--- src/rtl/uart_lb_pkg.sv ---
// Shared register map, bit positions and FSM encoding for the UART loopback master.
package uart_lb_pkg;

  localparam logic ADDR_DATA = 1'b0;
  localparam logic ADDR_CTRL = 1'b1;

  localparam int RVALID_BIT = 15;
  localparam int DATA_LSB   = 0;
  localparam int DATA_MSB   = 7;
  localparam int WSPACE_LSB = 16;
  localparam int WSPACE_MSB = 31;

  localparam logic [3:0] BE_ALL = 4'b1111;

  typedef enum logic [2:0] {
    ST_IDLE,
    ST_RD_DATA,
    ST_WAIT_DATA,
    ST_GAP,
    ST_RD_CTRL,
    ST_WAIT_CTRL,
    ST_WR_DATA
  } lb_state_e;

  function automatic logic [31:0] data_word(input logic [7:0] b);
    return {24'h000000, b};
  endfunction

endpackage

--- src/rtl/uart_lb_wait_cnt.sv ---
// Load/count-down timer: start loads a cycle count, done is high in the last of those cycles.
module uart_lb_wait_cnt
  import uart_lb_pkg::*;
#(
  parameter int W = 3
) (
  input  logic         clk_i,
  input  logic         rst_ni,
  input  logic         start_i,
  input  logic [W-1:0] load_i,
  output logic         done_o
);

  logic [W-1:0] cnt_q, cnt_d;

  // The load value is a cycle count, so the first waiting cycle already holds load-1.
  always_comb begin
    cnt_d = cnt_q;
    if (start_i) begin
      cnt_d = load_i - W'(1);
    end else if (cnt_q != '0) begin
      cnt_d = cnt_q - W'(1);
    end
  end

  always_ff @(posedge clk_i or negedge rst_ni) begin
    if (!rst_ni) begin
      cnt_q <= '0;
    end else begin
      cnt_q <= cnt_d;
    end
  end

  assign done_o = (cnt_q == '0);

endmodule

--- src/rtl/uart_loopback_master.sv ---
// Avalon-MM master that polls the UART data register and echoes each received byte
// back through the transmitter once the control register reports TX FIFO space.
module uart_loopback_master
  import uart_lb_pkg::*;
#(
  parameter int READ_LATENCY = 1,
  parameter int POLL_GAP     = 4,
  parameter int CNT_W        = 16
) (
  input  logic             clk_clk,
  input  logic             reset_reset_n,
  input  logic             enable,
  output logic             av_address,
  output logic             av_chipselect,
  output logic [3:0]       av_byteenable,
  output logic             av_read,
  output logic             av_write,
  output logic [31:0]      av_writedata,
  input  logic [31:0]      av_readdata,
  output logic [CNT_W-1:0] echo_count,
  output logic [7:0]       last_byte,
  output logic             busy
);

  localparam int TMR_MAX = (POLL_GAP > READ_LATENCY) ? POLL_GAP : READ_LATENCY;
  localparam int TMR_W   = $clog2(TMR_MAX + 1);
  localparam logic [TMR_W-1:0] LAT_LOAD = TMR_W'(READ_LATENCY);
  localparam logic [TMR_W-1:0] GAP_LOAD = TMR_W'(POLL_GAP);

  lb_state_e        state_q, state_d;
  logic [7:0]       hold_q, hold_d;
  logic [CNT_W-1:0] count_q, count_d;
  logic [7:0]       last_q, last_d;
  logic             rd_q, rd_d;
  logic             wr_q, wr_d;
  logic             cs_q, cs_d;
  logic             addr_q, addr_d;
  logic [3:0]       be_q, be_d;
  logic [31:0]      wdata_q, wdata_d;

  logic             tmr_start;
  logic [TMR_W-1:0] tmr_load;
  logic             tmr_done;

  logic             rvalid;
  logic [7:0]       rx_byte;
  logic             space_ok;
  logic             unused_rd_bits;

  assign rvalid         = av_readdata[RVALID_BIT];
  assign rx_byte        = av_readdata[DATA_MSB:DATA_LSB];
  assign space_ok       = |av_readdata[WSPACE_MSB:WSPACE_LSB];
  assign unused_rd_bits = ^av_readdata[RVALID_BIT-1:DATA_MSB+1];

  uart_lb_wait_cnt #(
    .W(TMR_W)
  ) u_wait (
    .clk_i  (clk_clk),
    .rst_ni (reset_reset_n),
    .start_i(tmr_start),
    .load_i (tmr_load),
    .done_o (tmr_done)
  );

  // Read data is only trusted in the final cycle of a wait, when tmr_done is high.
  always_comb begin
    state_d   = state_q;
    hold_d    = hold_q;
    tmr_start = 1'b0;
    tmr_load  = LAT_LOAD;
    unique case (state_q)
      ST_IDLE: begin
        if (enable) begin
          state_d = ST_RD_DATA;
        end
      end
      ST_RD_DATA: begin
        state_d   = ST_WAIT_DATA;
        tmr_start = 1'b1;
      end
      ST_WAIT_DATA: begin
        if (tmr_done) begin
          if (rvalid) begin
            hold_d  = rx_byte;
            state_d = ST_RD_CTRL;
          end else if (POLL_GAP > 0) begin
            state_d   = ST_GAP;
            tmr_start = 1'b1;
            tmr_load  = GAP_LOAD;
          end else begin
            state_d = ST_IDLE;
          end
        end
      end
      ST_GAP: begin
        if (tmr_done) begin
          state_d = ST_IDLE;
        end
      end
      ST_RD_CTRL: begin
        state_d   = ST_WAIT_CTRL;
        tmr_start = 1'b1;
      end
      ST_WAIT_CTRL: begin
        if (tmr_done) begin
          state_d = space_ok ? ST_WR_DATA : ST_RD_CTRL;
        end
      end
      ST_WR_DATA: begin
        state_d = ST_IDLE;
      end
      default: begin
        state_d = ST_IDLE;
      end
    endcase
  end

  // Bus outputs are decoded from the next state so they register in step with it.
  always_comb begin
    rd_d    = (state_d == ST_RD_DATA) || (state_d == ST_RD_CTRL);
    wr_d    = (state_d == ST_WR_DATA);
    cs_d    = rd_d || wr_d;
    addr_d  = (state_d == ST_RD_CTRL) ? ADDR_CTRL : ADDR_DATA;
    be_d    = cs_d ? BE_ALL : 4'b0000;
    wdata_d = wr_d ? data_word(hold_d) : 32'h0;
    count_d = count_q;
    last_d  = last_q;
    if (state_q == ST_WR_DATA) begin
      count_d = count_q + CNT_W'(1);
      last_d  = hold_q;
    end
  end

  always_ff @(posedge clk_clk or negedge reset_reset_n) begin
    if (!reset_reset_n) begin
      state_q <= ST_IDLE;
      hold_q  <= 8'h00;
      count_q <= '0;
      last_q  <= 8'h00;
      rd_q    <= 1'b0;
      wr_q    <= 1'b0;
      cs_q    <= 1'b0;
      addr_q  <= 1'b0;
      be_q    <= 4'b0000;
      wdata_q <= 32'h0;
    end else begin
      state_q <= state_d;
      hold_q  <= hold_d;
      count_q <= count_d;
      last_q  <= last_d;
      rd_q    <= rd_d;
      wr_q    <= wr_d;
      cs_q    <= cs_d;
      addr_q  <= addr_d;
      be_q    <= be_d;
      wdata_q <= wdata_d;
    end
  end

  assign av_read       = rd_q;
  assign av_write      = wr_q;
  assign av_chipselect = cs_q;
  assign av_address    = addr_q;
  assign av_byteenable = be_q;
  assign av_writedata  = wdata_q;
  assign echo_count    = count_q;
  assign last_byte     = last_q;
  assign busy          = (state_q != ST_IDLE);

endmodule

--- config.mk ---
export PLATFORM = sky130hd
export DESIGN_NAME = uart_loopback_master
export DESIGN_NICKNAME = d
export VERILOG_FILES = /design/src/rtl/uart_lb_pkg.sv /design/src/rtl/uart_lb_wait_cnt.sv /design/src/rtl/uart_loopback_master.sv
export SDC_FILE = /design/constraint.sdc
export NUM_CORES = 1
export LEC_CHECK = 0
export CORE_MARGIN = 1
export CORE_UTILIZATION = 43
export DETAILED_ROUTE_END_ITERATION = 7
export PLACE_DENSITY = 0.84
export SETUP_SLACK_MARGIN = 0.4
export SLEW_MARGIN = 0
export SYNTH_ARGS = -nofsm -noshare
export SYNTH_HDL_FRONTEND = slang
export SYNTH_SLANG_ARGS = --single-unit
--- constraint.sdc ---
create_clock -name clk_clk -period 2.18 [get_ports clk_clk]
set_input_delay 0.218 -clock clk_clk [delete_from_list [all_inputs] [get_ports clk_clk]]
set_output_delay 0.218 -clock clk_clk [all_outputs]
set_load 0.1 [all_outputs]
Yosys cells after proc, flatten, opt, wreduce, memory -nomap -nowiden
Index checks and enable logic that the tools add are counted.
{ "totals": {"ff_bits": 54, "latch_bits": 0, "ramBits": 0, "rom_bits": 0, "output_inout_bits": 65, "word_cells": 53, "memories": 0} }
{ "op_classes": {"n_addsub": 3, "multipliers": 0, "div": 0, "order_cmp": 0, "n_eq_ne": 9, "n_shift": 0, "muxes": 21, "bitwise_logic": 0, "reduce_logical": 9} }
{ "ops": {"columns": ["operator", "count"], "rows": [
  ["8-bit 2-to-1 mux", 4],
  ["3-bit 2-to-1 mux", 10],
  ["3-bit case mux with 6 select lines", 1],
  ["16-bit by 1-bit adder with 16-bit output (second input constant)", 1],
  ["16-bit OR reduction", 1],
  ["3-bit == test (second input constant)", 5],
  ["3-bit by 1-bit == test with 1-bit output (second input constant)", 2],
  ["3-bit by 2-bit == test with 1-bit output (second input constant)", 2],
  ["3-bit logical NOT", 2],
  ["3-bit nonzero test", 2],
  ["3-bit by 1-bit subtractor with 3-bit output (second input constant)", 2],
  ["4-bit 2-to-1 mux", 1],
  ["1-bit 2-to-1 mux", 3],
  ["1-bit logical OR", 2],
  ["2-bit 2-to-1 mux", 1],
  ["1-bit case mux with 2 select lines", 1],
  ["2-bit nonzero test", 1],
  ["2-bit OR reduction", 1]
]} }

Logic depth before layout (Yosys ltp)
{ "depth": {"ltp_word": 8, "mapped_depth": 7, "ltp_nobuf": 6} }

Hierarchy
A second synthesis with hierarchy kept.
{ "hier_totals": {"hier_cells": 220, "hier_area_um2": 2364.8} }
{ "modules_own_cells": {"columns": ["module", "n_inst", "cells_each", "area_per_inst_um2", "seq_area_each_um2"], "rows": [
  ["uart_loopback_master", 1, 201, 2190.9, 1176.1],
  ["uart_lb_wait_cnt", 1, 19, 173.9, 75.1]
]} }

Worst setup path before layout
Ideal clock, no wire load.
{ "synth_timing": {"path_type": "register to register", "start": "register count_q[3], in the netlist echo_count[3]", "end": "register count_q[13], in the netlist echo_count[13]", "t_arrival_ns": 1.959, "required_time_ns": 2.017, "path_slack_ns": 0.059, "path_stages_with_launch": 6, "n_path_buf": 1, "path_cell_list": "dfrtp_1 nand2_2 or3_1 buf_6 nor4_4 xor2_1"} }
{ "synth_via": {"elab_chain_len": 1} }
{ "synth_rtl": {"columns": ["element", "line_no", "text"], "rows": [
  ["start, declared", "uart_loopback_master.sv:32", "logic [CNT_W-1:0] count_q, count_d;"],
  ["start signal, assigned", "uart_loopback_master.sv:149", "count_q <= count_d;"],
  ["16-bit by 1-bit adder with 16-bit output", "uart_loopback_master.sv:129", "count_d = count_q + CNT_W'(1);"]
]} }
No other way between the ends.
A chain may end at the register's enable or synchronous reset.

Worst setup path in the final report
{ "layout_timing": {"start": "register state_q[1]", "end": "register wdata_q[7], in the netlist av_writedata[7]"} }
{ "layout_lines": {"columns": ["element", "line_no", "text"], "rows": [
  ["start, declared", "uart_loopback_master.sv:30", "lb_state_e state_q, state_d;"],
  ["start signal, assigned", "uart_loopback_master.sv:147", "state_q <= state_d;"],
  ["3-bit by 2-bit == test with 1-bit output", "uart_loopback_master.sv:71", "unique case (state_q)"],
  ["8-bit 2-to-1 mux", "uart_loopback_master.sv:71", null],
  ["named net hold_d[7]", "uart_loopback_master.sv:31", "logic [7:0] hold_q, hold_d;"],
  ["8-bit 2-to-1 mux", "uart_loopback_master.sv:125", "wdata_d = wr_d ? data_word(hold_d) : 32'h0;"],
  ["named net wdata_d[7]", "uart_loopback_master.sv:39", "logic [31:0] wdata_q, wdata_d;"],
  ["end signal, assigned", "uart_loopback_master.sv:156", "wdata_q <= wdata_d;"],
  ["end, declared", "uart_loopback_master.sv:39", null]
]} }
The timed path passes the listed nets, and every way through them passes these cells.

==> key figures <==
Routing
  • DRT Wirelength: 4.32 mm
  • Residual DRC: 0
  • Routed Antenna Nets: 0
  • Vias: 1552
  • WL per Instance: 13.0 um
  • Vias per Instance: 4.67
  • DR iter-0 viols: 35
  • Drt pass-1 iters: 4

Timing
  • Slew headroom: 0.580
  • Final setup TNS: 0 ns
  • Max Clk Rate: 605 MHz
  • Worst-margin pin slew: 0.630 ns
  • Max-slew violations: 0
  • RSZ-0062 raised after global routing: yes
  • Final period util: 0.758
  • Final Hold Viols: 0
  • Hold WS: 0.469 ns
  • Final setup margin: 0.527 ns
  • Clk_skew: 0.00547 ns
  • Final setup violation count: 0
  • Min cycle time layout: 1.65 ns

Placed design
  • Post-DP HPWL: 3.26 mm
  • Routability Congestion: 0.741
  • I/O Buffers: 68
  • Worst slack, placed: 0.377 ns

Yosys
  • Post-Synthesis Cells: 194
  • Mapped Area: 2390 um2
  • Commonest register cell after synthesis: dfrtp_1
  • Synth Register Bits: 50
  • Mean post-synth cell area: 12.3 um2
  • Ys async rst share: 1.00
  • Yosys warning count: 0
  • Distinct cells, synth: 42
  • Number of synthesized flops with an enable pin: 0
  • Part of the Yosys area used for sequential elements: 0.524

Worst setup path
  • CP endpoint kind: register
  • Bufs and invs on worst path: 1
  • Top delay family on crit path: flip-flops
  • Cell chain of the critical path: and2b_1 -> nand4b_2 -> buf_4 -> mux2_2 -> nor2b_1
  • Startpoint class of the critical path: register
  • Worst EP arrival: 1.83 ns
  • Crit Path Class: register to register
  • Critical Path Max Stage Delay: 0.47 ns
  • Maximum net fanout on the critical path: 11
  • WP data required: 2.36 ns
  • Critical-path top delay cell: dfrtp_1

GRT
  • Largest net degree at the start of global routing: 28
  • Number of global-route vias before repair: 1580
  • Total GRT Usage: 0.161
  • Grt ovf: 0
  • Antenna violations before repair: 0
  • First-pass GRT wire length: 7.51 mm

Pwr
  • Leakage power: 1.52 nW
  • Pwr dens: 1310 nW/um2
  • Worst VDD drop: 0.000968 V
  • Tot Pwr: 4.01 mW

Clock network
  • CTS tree: built
  • CTS Buffer Depth: 2
  • H-tree depth: 2
  • Setup bufs post-CTS: 0
  • CTS root buf: clkbuf_8
  • TritonCTS buffer count: 5
  • Clk sinks: 50
  • Clk_lat worst skew: 0.29 ns
  • Clock transition at path regs: 0.09 ns

Die
  • Initial core utilization: 0.456
  • Placeable Area: 5240 um2
  • Die ar.: 5850 um2
  • Die H: 76.5 um
  • IO Pins: 100
  • Row count: 26
  • Chip Width: 76.5 um

Flow run
  • Max cap viols: 0

Finish
  • Fillcell total: 453
  • Fin util: 0.586
  • Diode count: 0
  • Commonest non-fill, non-tap cell in the layout: buf_4
  • Final net count: 299
  • Commonest cells after routing, fill and taps aside: buf_4, dfrtp_1, clkdlybuf4s50_1, conb_1, mux2_2
  • Area Overhead vs Synth: 28.7%
  • Layout cell share with drive strength beyond 1: 0.355

Outcome
  • Run status: finished clean

Worst hold path
  • Min-Delay Path Class: primary input to asynchronous set/reset pin
## sequential cells by signal (all words and copies together) (netlist names)
signal	flops
av_address	1
av_byteenable	1
av_read	1
av_write	1
av_writedata	8
echo_count	16
hold_q	8
last_byte	8
state_q	3
u_wait.cnt_q	3
## final timing paths
kind,start,endpoint,slack [ns],cells past startpoint
max,state_q[1],av_writedata[7],0.53,5
min,reset_reset_n,av_writedata[2],0.47,2
max reg2reg,state_q[1],av_writedata[7],0.53,5
min reg2reg,echo_count[15],echo_count[15],0.47,1
max in group asynchronous,reset_reset_n,echo_count[3],1.15,3
min in group clk_clk,echo_count[15],echo_count[15],0.47,1
## where the power goes
part           switching [mW]  internal [mW]  leakage, nW  total (mW)
Clock                   0.289          0.367       0.0573       0.656
Sequential              0.187           1.16        0.642        1.35
Combinational            1.45          0.556        0.820        2.01
## per-stage QoR
step           instance area (um2)  cells
3_5_place_dp                  2940    324
5_1_grt                       3070    332
2_1_floorplan                 2500    217
6_report                      3070    332
3_3_place_gp                  2940    324
4_1_cts                       3070    332
## per-layer routing
metal	vias to the layer above	GRT usage	wire length, um
li1	735	-	-
met1	759	0.193	1720
met2	53	0.270	2230
met3	5	0.0623	341
met4	0	0.0404	29
met5	-	0	0
## cells by family after synthesis
| group | count (synthesis) | synth area share |
|---|---|---|
| XOR/XNOR | 16 | 0.0587 |
| buffers and inverters | 41 | 0.117 |
| multiplexers | 18 | 0.0960 |
| AND/OR/NAND/NOR | 55 | 0.160 |
| other | 1 | 0.00157 |
| flip-flops | 50 | 0.524 |
| AO/OA/AOI/OAI | 11 | 0.0315 |
| adder cells (fa/ha/maj) | 2 | 0.0105 |
## what timing repair did
item	CTS	global route
hold endpoints to repair	26	0
hold buffers	1	0
setup endpoints to repair	0	7
gates resized for setup	0	3
## cell usage after synthesis (2+ instances only)
cell      number  area share
mux2_2        11       0.052
xnor2_1        7       0.026
nor4_2         2       0.010
nor4_1         4       0.010
nor2b_1       10       0.026
nand4_1        3      0.0079
mux2_4         7       0.044
nor2_1         2      0.0031
buf_4         28       0.088
dfrtp_1       50        0.52
or3_1          2      0.0052
nand2b_1       4       0.010
buf_6          2      0.0094
a21oi_1        2      0.0042
nand2_1        7       0.011
buf_2          4      0.0084
xor2_1         9       0.033
nor3_1         4      0.0084
nor4_4         2       0.018
inv_1          6      0.0094
nand3_1        5       0.010
ha_1           2       0.010
o21ai_0        2      0.0042
## area by class of cell
cell class | count | area [um2] | area share
Timing Repair Buffer | 73 | 626 | 0.204
Tap cell | 70 | 87.6 | 0.0285
Inverter | 6 | 22.5 | 0.00733
Sequential cell | 50 | 1280 | 0.416
Multi-Input combinational cell | 126 | 946 | 0.308
Clock buffer | 6 | 82.6 | 0.0269
Clock inverter | 1 | 30.0 | 0.00978
Power figures use the tool's default switching activity.
